**src/rtl/i2c_phase_timer_pkg.sv**
```systemverilog
// Shared state encoding, default geometry and width helper for the I2C phase timer.
package i2c_phase_timer_pkg;

  typedef enum logic [1:0] {
    IDLE  = 2'd0,
    RUN   = 2'd1,
    PAUSE = 2'd2
  } state_t;

  localparam int DEF_SIZE   = 16;
  localparam int DEF_PHASES = 4;
  localparam int DEF_BITW   = 4;

  // Phase index width; a 1-bit field is kept even for degenerate phase counts.
  function automatic int phase_w(input int phases);
    return (phases > 1) ? $clog2(phases) : 1;
  endfunction

endpackage

```
**src/rtl/i2c_phase_timer_if.sv**
```systemverilog
// Control/status bundle between the I2C byte controller (master) and the phase timer (slave).
interface i2c_phase_timer_if
  import i2c_phase_timer_pkg::*;
#(
  parameter int SIZE   = DEF_SIZE,
  parameter int PHASES = DEF_PHASES,
  parameter int BITW   = DEF_BITW
);

  localparam int PW = phase_w(PHASES);

  logic [SIZE-1:0] ticks;
  logic            start;
  logic            stop;
  logic            one_shot;
  logic [BITW-1:0] n_bits;
  logic            stretch;

  logic            tick;
  logic [PW-1:0]   phase;
  logic            bit_done;
  logic            done;
  logic            busy;
  logic            stalled;

  modport master (
    output ticks, start, stop, one_shot, n_bits, stretch,
    input  tick, phase, bit_done, done, busy, stalled
  );

  modport slave (
    input  ticks, start, stop, one_shot, n_bits, stretch,
    output tick, phase, bit_done, done, busy, stalled
  );

endinterface

```
**src/rtl/i2c_phase_timer_tick_gen.sv**
```systemverilog
// Reloadable prescaler down-counter; zero flag is valid the cycle after the count lands on 0.
// Load beats hold; when neither is asserted the count sticks at 0 until reloaded.
module i2c_phase_timer_tick_gen #(
  parameter int SIZE = 16
) (
  input  logic            clk,
  input  logic            rst,
  input  logic            load,
  input  logic            hold,
  input  logic [SIZE-1:0] ticks,
  output logic            zero
);

  logic [SIZE-1:0] count;

  always_ff @(posedge clk) begin
    if (rst) begin
      count <= '0;
    end else if (load) begin
      count <= ticks;
    end else if (!hold && (count != '0)) begin
      count <= count - SIZE'(1);
    end
  end

  assign zero = (count == '0);

endmodule

```
**src/rtl/i2c_phase_timer.sv**
```systemverilog
// I2C bit-phase sequencer: prescaled phase ticks, bit counting, one-shot runs, SCL stretch hold.
// All outputs registered; stop freezes the run in place, stretch only stalls entry into the SCL-high phase.
module i2c_phase_timer
  import i2c_phase_timer_pkg::*;
#(
  parameter int SIZE   = DEF_SIZE,
  parameter int PHASES = DEF_PHASES,
  parameter int BITW   = DEF_BITW
) (
  input logic               clk,
  input logic               rst,
  i2c_phase_timer_if.slave  bus
);

  localparam int            PW         = phase_w(PHASES);
  localparam logic [PW-1:0] LAST_PH    = PW'(PHASES - 1);
  localparam logic [PW-1:0] STRETCH_PH = PW'(PHASES / 2 - 1);

  state_t          state;
  logic [PW-1:0]   phase_q;
  logic [BITW-1:0] bitcnt;
  logic [BITW-1:0] bitcnt_nxt;
  logic [BITW-1:0] nbits_lat;
  logic            os_lat;
  logic            tick_q, bd_q, done_q, busy_q, stalled_q;

  logic zero, do_stop, do_start, run_like, boundary, stall, adv, wrap, last_bit;

  // Stop only matters once a run exists; it outranks a coincident start.
  assign do_stop    = bus.stop && (state != IDLE);
  assign do_start   = bus.start && !do_stop;
  assign run_like   = (state != IDLE) && !bus.stop && !bus.start;
  assign boundary   = run_like && zero;
  assign stall      = boundary && (phase_q == STRETCH_PH) && bus.stretch;
  assign adv        = boundary && !stall;
  assign wrap       = (phase_q == LAST_PH);
  assign bitcnt_nxt = bitcnt + BITW'(1);
  assign last_bit   = os_lat && (bitcnt_nxt == nbits_lat);

  i2c_phase_timer_tick_gen #(
    .SIZE (SIZE)
  ) u_tick_gen (
    .clk   (clk),
    .rst   (rst),
    .load  (do_start || adv),
    .hold  (!run_like),
    .ticks (bus.ticks),
    .zero  (zero)
  );

  always_ff @(posedge clk) begin
    if (rst) begin
      state     <= IDLE;
      phase_q   <= '0;
      bitcnt    <= '0;
      nbits_lat <= '0;
      os_lat    <= 1'b0;
      tick_q    <= 1'b0;
      bd_q      <= 1'b0;
      done_q    <= 1'b0;
      busy_q    <= 1'b0;
      stalled_q <= 1'b0;
    end else begin
      tick_q <= 1'b0;
      bd_q   <= 1'b0;
      done_q <= 1'b0;
      if (do_stop) begin
        state <= PAUSE;
      end else if (do_start) begin
        state     <= RUN;
        phase_q   <= '0;
        bitcnt    <= '0;
        os_lat    <= bus.one_shot;
        nbits_lat <= bus.n_bits;
        busy_q    <= 1'b1;
        stalled_q <= 1'b0;
      end else if (run_like) begin
        state <= RUN;
        if (stall) begin
          stalled_q <= 1'b1;
        end else if (adv) begin
          tick_q    <= 1'b1;
          stalled_q <= 1'b0;
          if (wrap) begin
            phase_q <= '0;
            bd_q    <= 1'b1;
            bitcnt  <= bitcnt_nxt;
            if (last_bit) begin
              done_q <= 1'b1;
              state  <= IDLE;
              busy_q <= 1'b0;
            end
          end else begin
            phase_q <= phase_q + PW'(1);
          end
        end
      end
    end
  end

  assign bus.tick     = tick_q;
  assign bus.phase    = phase_q;
  assign bus.bit_done = bd_q;
  assign bus.done     = done_q;
  assign bus.busy     = busy_q;
  assign bus.stalled  = stalled_q;

endmodule

```
**src/flat_wrapper.sv**
```systemverilog
// flat-port wrapper written by rule: the top's interface ports become plain ports
module i2c_phase_timer_flat import i2c_phase_timer_pkg::*;
#(
  parameter int SIZE   = DEF_SIZE,
  parameter int PHASES = DEF_PHASES,
  parameter int BITW   = DEF_BITW
)
  (clk, rst, bus_ticks, bus_start, bus_stop, bus_one_shot, bus_n_bits, bus_stretch, bus_tick, bus_phase, bus_bit_done, bus_done, bus_busy, bus_stalled);
  i2c_phase_timer_if #(.SIZE(SIZE), .PHASES(PHASES), .BITW(BITW)) bus_i ();
  input logic clk;
  input logic rst;
  input wire logic [$bits(bus_i.ticks)-1:0] bus_ticks;
  input wire logic [$bits(bus_i.start)-1:0] bus_start;
  input wire logic [$bits(bus_i.stop)-1:0] bus_stop;
  input wire logic [$bits(bus_i.one_shot)-1:0] bus_one_shot;
  input wire logic [$bits(bus_i.n_bits)-1:0] bus_n_bits;
  input wire logic [$bits(bus_i.stretch)-1:0] bus_stretch;
  output wire logic [$bits(bus_i.tick)-1:0] bus_tick;
  output wire logic [$bits(bus_i.phase)-1:0] bus_phase;
  output wire logic [$bits(bus_i.bit_done)-1:0] bus_bit_done;
  output wire logic [$bits(bus_i.done)-1:0] bus_done;
  output wire logic [$bits(bus_i.busy)-1:0] bus_busy;
  output wire logic [$bits(bus_i.stalled)-1:0] bus_stalled;
  assign bus_i.ticks = bus_ticks;
  assign bus_i.start = bus_start;
  assign bus_i.stop = bus_stop;
  assign bus_i.one_shot = bus_one_shot;
  assign bus_i.n_bits = bus_n_bits;
  assign bus_i.stretch = bus_stretch;
  assign bus_tick = bus_i.tick;
  assign bus_phase = bus_i.phase;
  assign bus_bit_done = bus_i.bit_done;
  assign bus_done = bus_i.done;
  assign bus_busy = bus_i.busy;
  assign bus_stalled = bus_i.stalled;
  i2c_phase_timer #(.SIZE(SIZE), .PHASES(PHASES), .BITW(BITW)) u_core (.clk(clk), .rst(rst), .bus(bus_i));
endmodule
```
**config.mk**
```make
export PLATFORM = sky130hd
export DESIGN_NAME = i2c_phase_timer_flat
export DESIGN_NICKNAME = d
export VERILOG_FILES = /design/src/rtl/i2c_phase_timer_pkg.sv /design/src/rtl/i2c_phase_timer_if.sv /design/src/rtl/i2c_phase_timer_tick_gen.sv /design/src/rtl/i2c_phase_timer.sv /design/src/flat_wrapper.sv
export SDC_FILE = /design/constraint.sdc
export NUM_CORES = 1
export LEC_CHECK = 0
export BUFFER_PORTS_ARGS = -buffer_cell sky130_fd_sc_hd__buf_2
export CORE_ASPECT_RATIO = 1.2
export CORE_UTILIZATION = 55
export DETAILED_ROUTE_END_ITERATION = 12
export HOLD_SLACK_MARGIN = 0.15
export PLACE_DENSITY = 0.85
export SLEW_MARGIN = 20
export SYNTH_ARGS = -nofsm -noshare
export SYNTH_HDL_FRONTEND = slang
export SYNTH_SLANG_ARGS = --single-unit
```
**constraint.sdc**
```tcl
create_clock -name clk -period 3.55 [get_ports clk]
set_input_delay 0.355 -clock clk [delete_from_list [all_inputs] [get_ports clk]]
set_output_delay 0.355 -clock clk [all_outputs]
set_load 0.05 [all_outputs]
```
After elaboration in Yosys (flattened, before gate mapping) --
Cells that the tools add are included.
Word-level totals: output and inout bits 7, register bits 34
Cells by class: reductions and logical operators 34, add/subtract/negate cells 3, bitwise gates (word level) 4, muxes and demuxes 32, equality and inequality tests 4
Operators by type and width (number):
- 2-to-1 mux 16 bit | 2
- 2-to-1 mux 2 bit | 11
- 2-to-1 mux 4 bit | 5
- zero test 16 bit | 1
- nonzero test 16 bit | 1
- subtractor 16 x 1 -> 16 bit (second input constant) | 1
- 2-to-1 mux 1 bit | 14
- nonzero test 2 bit | 6
- logical AND 1 bit | 10
- OR reduction 7 bit | 1
- AND reduction 6 bit | 1
- nonzero test 3 bit | 2
- OR reduction 6 bit | 1
- AND reduction 5 bit | 1
- OR reduction 5 bit | 1
- adder 4 x 1 -> 4 bit (second input constant) | 1
- equality test 4 bit | 1
- zero test 1 bit | 4
- inverter 1 bit | 4
- AND reduction 4 bit | 1
- AND reduction 3 bit | 1
- adder 2 x 1 -> 2 bit (second input constant) | 1
- equality test 2 x 1 -> 1 bit (second input constant) | 1
- equality test 2 bit (second input constant) | 1
- other kinds (4) | 4

Longest topological paths before layout --
word-level depth 13, mapped depth 9

Modules after synthesis --
From an unflattened synthesis, not the netlist that was laid out.
Second synthesis, totals: cell total of the unflattened synthesis 210, area, all modules 1865.5 um^2
Modules (own cells, without submodules):
- i2c_phase_timer_tick_gen | seq. area each 320.3 um^2, instances 1, cells each 127, area each 1053.5 um^2
- i2c_phase_timer | seq. area each 360.3 um^2, instances 1, cells each 83, area each 812.0 um^2

Worst setup path after synthesis --
Ideal clock, no wire load.
kind reg-to-reg, from register u_core.phase_q[0], in the netlist u_core.bus.phase[0], to register u_core.u_tick_gen.count[7], slack 1.409 ns, arrival time 2.067 ns, library setup time 0.074 ns, clock period less this slack 2.141 ns, cell stages (with the launch flop) 9, required time 3.476 ns, cell sequence dfxtp_1 > ha_1 > nand2_1 > and4_1 > buf_2 > a21oi_2 > clkbuf_1 > nand3_1 > a31oi_1
On the way: cells in the longest elaborated chain, start to end 7, elaborated cells between the ends (all ways) 8, classes of those cells eq/ne (1); mux (1); reduce/logical (6)
RTL lines:
- start: declaration | RTL line i2c_phase_timer.sv:20 | logic [PW-1:0] phase_q;
- start signal: assignment | RTL line i2c_phase_timer.sv:94 | phase_q <= phase_q + PW'(1);
- equality test 2 x 1 -> 1 bit (*) | RTL line i2c_phase_timer.sv:34 | assign stall = boundary && (phase_q == STRETCH_PH) && bus.stretch;
- logical AND 1 bit (*) (2 in series) | RTL line i2c_phase_timer.sv:34
- zero test 1 bit (*) | RTL line i2c_phase_timer.sv:35 | assign adv = boundary && !stall;
- logical AND 1 bit (*) | RTL line i2c_phase_timer.sv:35
- logical OR 1 bit (*) | RTL line i2c_phase_timer.sv:45 | .load (do_start || adv),
- 2-to-1 mux 16 bit / nonzero test 2 bit (equally long branches)
- end signal: assignment | RTL line i2c_phase_timer_tick_gen.sv:20 | count <= ticks;
- end signal: assignment | RTL line i2c_phase_timer_tick_gen.sv:22 | count <= count - SIZE'(1);
- end: declaration | RTL line i2c_phase_timer_tick_gen.sv:14 | logic [SIZE-1:0] count;
Mark *: on every way between the ends. The rest lies on a longest branch, timed or not. A chain may end at the register's enable or synchronous reset.

Final worst setup path --
from register u_core.u_tick_gen.count[0], to register u_core.u_tick_gen.count[14]
On the way: cells in the longest elaborated chain, start to end 8, elaborated cells between the ends (all ways) 13, classes of those cells add/sub (1); mux (2); reduce/logical (10)
RTL lines:
- branches (longest 8 deep; another with subtractor 16 x 1 -> 16 bit)
Parallel ways; which one is timed is not known. The select of a mux whose other input is x is not followed.

==> results.yml <==
setup_path:
  worstSetupPathType: "register to register"
  crit_fanout: 7
  cp.arrival_ns: 2.46
  cp.required_ns: 3.79
  ff2ff_setup_slack_ns: 1.33
  start_kind: "register"
  cp-end-kind: "register"
finish:
  fin_area_sq_um: 2069
  num_antenna_cells: 0
  nNetsFinal: 273
  num-fill-cells: 287
  areaGrowthSynthToFinish_pct: 12.75
  drive_above_1_share_pct: 21.40
clocking:
  numCtsBuffers: 5
  cts.clk_slew.worst_paths_ns: 0.11
  cts_max_level: 2
  cts_max_path_buffers: 2
  cts_tree: "yes"
  post_cts_buffers: 0
  hold_buffers: 0
  clkSinkCount: 34
  clk-insertion-delay-late_ns: 0.34
  root_buffer: "clkbuf_4"
  ctsResizeCount: 0
timing:
  max_slew_margin_pct: 53.79
  rsz0062_at_grt: "false"
  fin_skew_ns: 0.01190
  drv_slew: 0
  setup_tns_ns: 0
  max_freq_mhz: 450.0
  fin_crit_sh_pct: 62.60
  setup_viol: 0
  tightestPinTransition_ns: 0.6931
  min_period_ns: 2.222
  hold_viol: 0
routing:
  drc: 0
  antenna_left: 0
  num_vias: 1725
  dr.pass1.iters: 4
  viasPerCell: 6.183
  drt_iter0_drc: 76
  routed_wl_mm: 4.355
  wl_per_cell_microns: 15.61
synthesis:
  ys_ff_latch: 34
  syn_avg_cell_area_sq_um: 8.617
  synth_cell_types: 54
  ys.flop_type: "dfxtp_1"
  synth_edf_count: 0
  netlist_instances: 213
  seq_area_frac_synth_pct: 37.08
  syn_nets: 244
  synth_warnings: 0
  syn-cell-area_sq_um: 1836
  async_reset_ff_share_pct: 0
floorplan:
  dieHeight_microns: 65.28
  core_sq_um: 3110
  dieArea_sq_um: 3573
  fp-row-count: 22
  io_pins: 33
  die_w_microns: 54.74
  floorplan.initialDensity_pct: 59.01
global_routing:
  grt_overflow: 0
  antenna_found_initial: 0
  grt_max_degree: 22
  grt_pass1_wl_mm: 7.127
  grt_usage_pct: 27.95
  grt_pass1_vias: 1633
pwr:
  pwr-share-seq_pct: 48.4
  ir_drop_v: 0.0002886
  power.switching_mw: 0.2697
  swShare_pct: 29.88
  power_frac_clock_pct: 30.7
  p_int_mw: 0.6330
  power_density_nw_per_um2: 436.2
  p_leak_nw: 0.8197
  pwr-share-comb_pct: 20.9
placement:
  hpwl_mm: 3.114
  portBuffers: 32
  dpl_cell_area_sq_um: 1994
  gp_congestion: 0.8669
outcome:
  status: "complete, no violations"
hold_path:
  hold_path_class: "input pin to register"
flow_run:
  max-cap-violations: 0
-- layout make-up --
type | count | area (sq um) | area share (%)
clock buffer | 7 | 45.04 | 2.177
clock inverter | 1 | 30.03 | 1.451
inverter | 8 | 30.03 | 1.451
multi-input combinational | 161 | 1079 | 52.12
sequential | 34 | 680.7 | 32.89
tap | 36 | 45.04 | 2.177
timing repair buffer | 32 | 160.2 | 7.739
-- cell families after synthesis --
| group | synth area share [%] |
|---|---|
| simple gates | 29.99 |
| compound gates | 19.02 |
| flops | 37.08 |
| buf+inv | 4.158 |
| xor+xnor | 5.249 |
| fa+ha+maj | 3.408 |
| mux | 1.091 |
-- path summary, 6_finish.rpt --
path                                 end                        from  cells past startpoint
max          u_core.u_tick_gen.count[14]  u_core.u_tick_gen.count[0]                      7
min                  u_core.bus.bit_done                   bus_start                      2
min reg2reg                u_core.os_lat               u_core.os_lat                      2
max reg2reg  u_core.u_tick_gen.count[14]  u_core.u_tick_gen.count[0]                      7
-- critical path, cell delays in order (launching register included) --
cell	delay, ns
dfxtp_1	0.35
inv_1	0.08
ha_1	0.16
nor4b_4	0.37
nand4_1	0.36
nand2_1	0.32
o21ai_1	0.10
a311o_1	0.37
-- flip-flops by register name, summed over array words and instances, names as in the netlist --
| register | cells |
|---|---|
| u_core.bus.stalled | 1 |
| u_core.bus.busy | 1 |
| u_core.bus.phase | 2 |
| u_core.bitcnt | 4 |
| u_core.state | 2 |
| u_core.nbits_lat | 4 |
| u_core.os_lat | 1 |
| u_core.bus.tick | 1 |
| u_core.bus.done | 1 |
| u_core.bus.bit_done | 1 |
| u_core.u_tick_gen.count | 16 |
-- power by group through the flow --
stage / clock, mW / combinational (mW) / sequential (mW)
finish: 0.277 / 0.189 / 0.437
global route: 0.297 / 0.208 / 0.440
floorplan: 0 / 0.141 / 0.441
global placement: 0 / 0.183 / 0.443
CTS: 0.281 / 0.187 / 0.436
detailed placement: 0 / 0.185 / 0.445
-- per-layer routing --
| layer | up-vias | track usage (%) | wire length (microns) |
|---|---|---|---|
| li1 | 852 | - | - |
| met1 | 787 | 31.90 | 1825 |
| met2 | 68 | 45.18 | 2120 |
| met3 | 18 | 7.639 | 280 |
| met4 | 0 | 15.38 | 128 |
| met5 | - | 0 | 0 |
-- cell usage after synthesis (2+ instances only) --
master,n,area (sq um)
dfxtp_1,34,680.7
nand2_1,21,78.83
nor2_1,17,63.81
a21oi_1,16,80.08
nand3_1,12,60.06
o21ai_0,9,45.04
inv_1,8,30.03
nand4_1,8,50.05
clkbuf_1,7,26.28
a31oi_1,6,37.54
nor3_1,6,30.03
xnor2_1,6,52.55
ha_1,5,62.56
xor2_1,5,43.79
a2bb2oi_1,3,26.28
and3_1,3,18.77
nor4_4,3,63.81
o21ai_1,3,15.01
and2_1,2,12.51
and4_1,2,17.52
mux2i_1,2,20.02
o221a_2,2,22.52
or3_1,2,12.51
-- through the flow --
| stage | std cells | hold WS [ns] | worst slack, ns | utilization, % | total power [mW] |
|---|---|---|---|---|---|
| floorplan | 213 | 0.4323 | 1.409 | - | 0.5819 |
| global placement | 271 | 0.4538 | 1.419 | 64.12 | 0.6265 |
| detailed placement | 271 | 0.4550 | 1.376 | 64.12 | 0.6296 |
| CTS | 279 | 0.2080 | 1.343 | 66.53 | 0.9040 |
| global route | 279 | 0.2198 | 1.133 | 66.53 | 0.9451 |
| finish | 279 | 0.2197 | 1.328 | 66.53 | 0.9027 |
-- cell usage in the layout, fill, tap and decap left out, types with 6 or more instances in the layout --
cell type  Yosys  routed
nand3_1       12      12
nor3_1         6       6
o21ai_0        9       9
a21oi_1       16      16
nor2_1        17      17
buf_2          1      32
dfxtp_1       34      34
a31oi_1        6       6
xnor2_1        6       6
nand2_1       21      21
inv_1          8       8
nand4_1        8       8
Power figures use the tool's default switching activity.
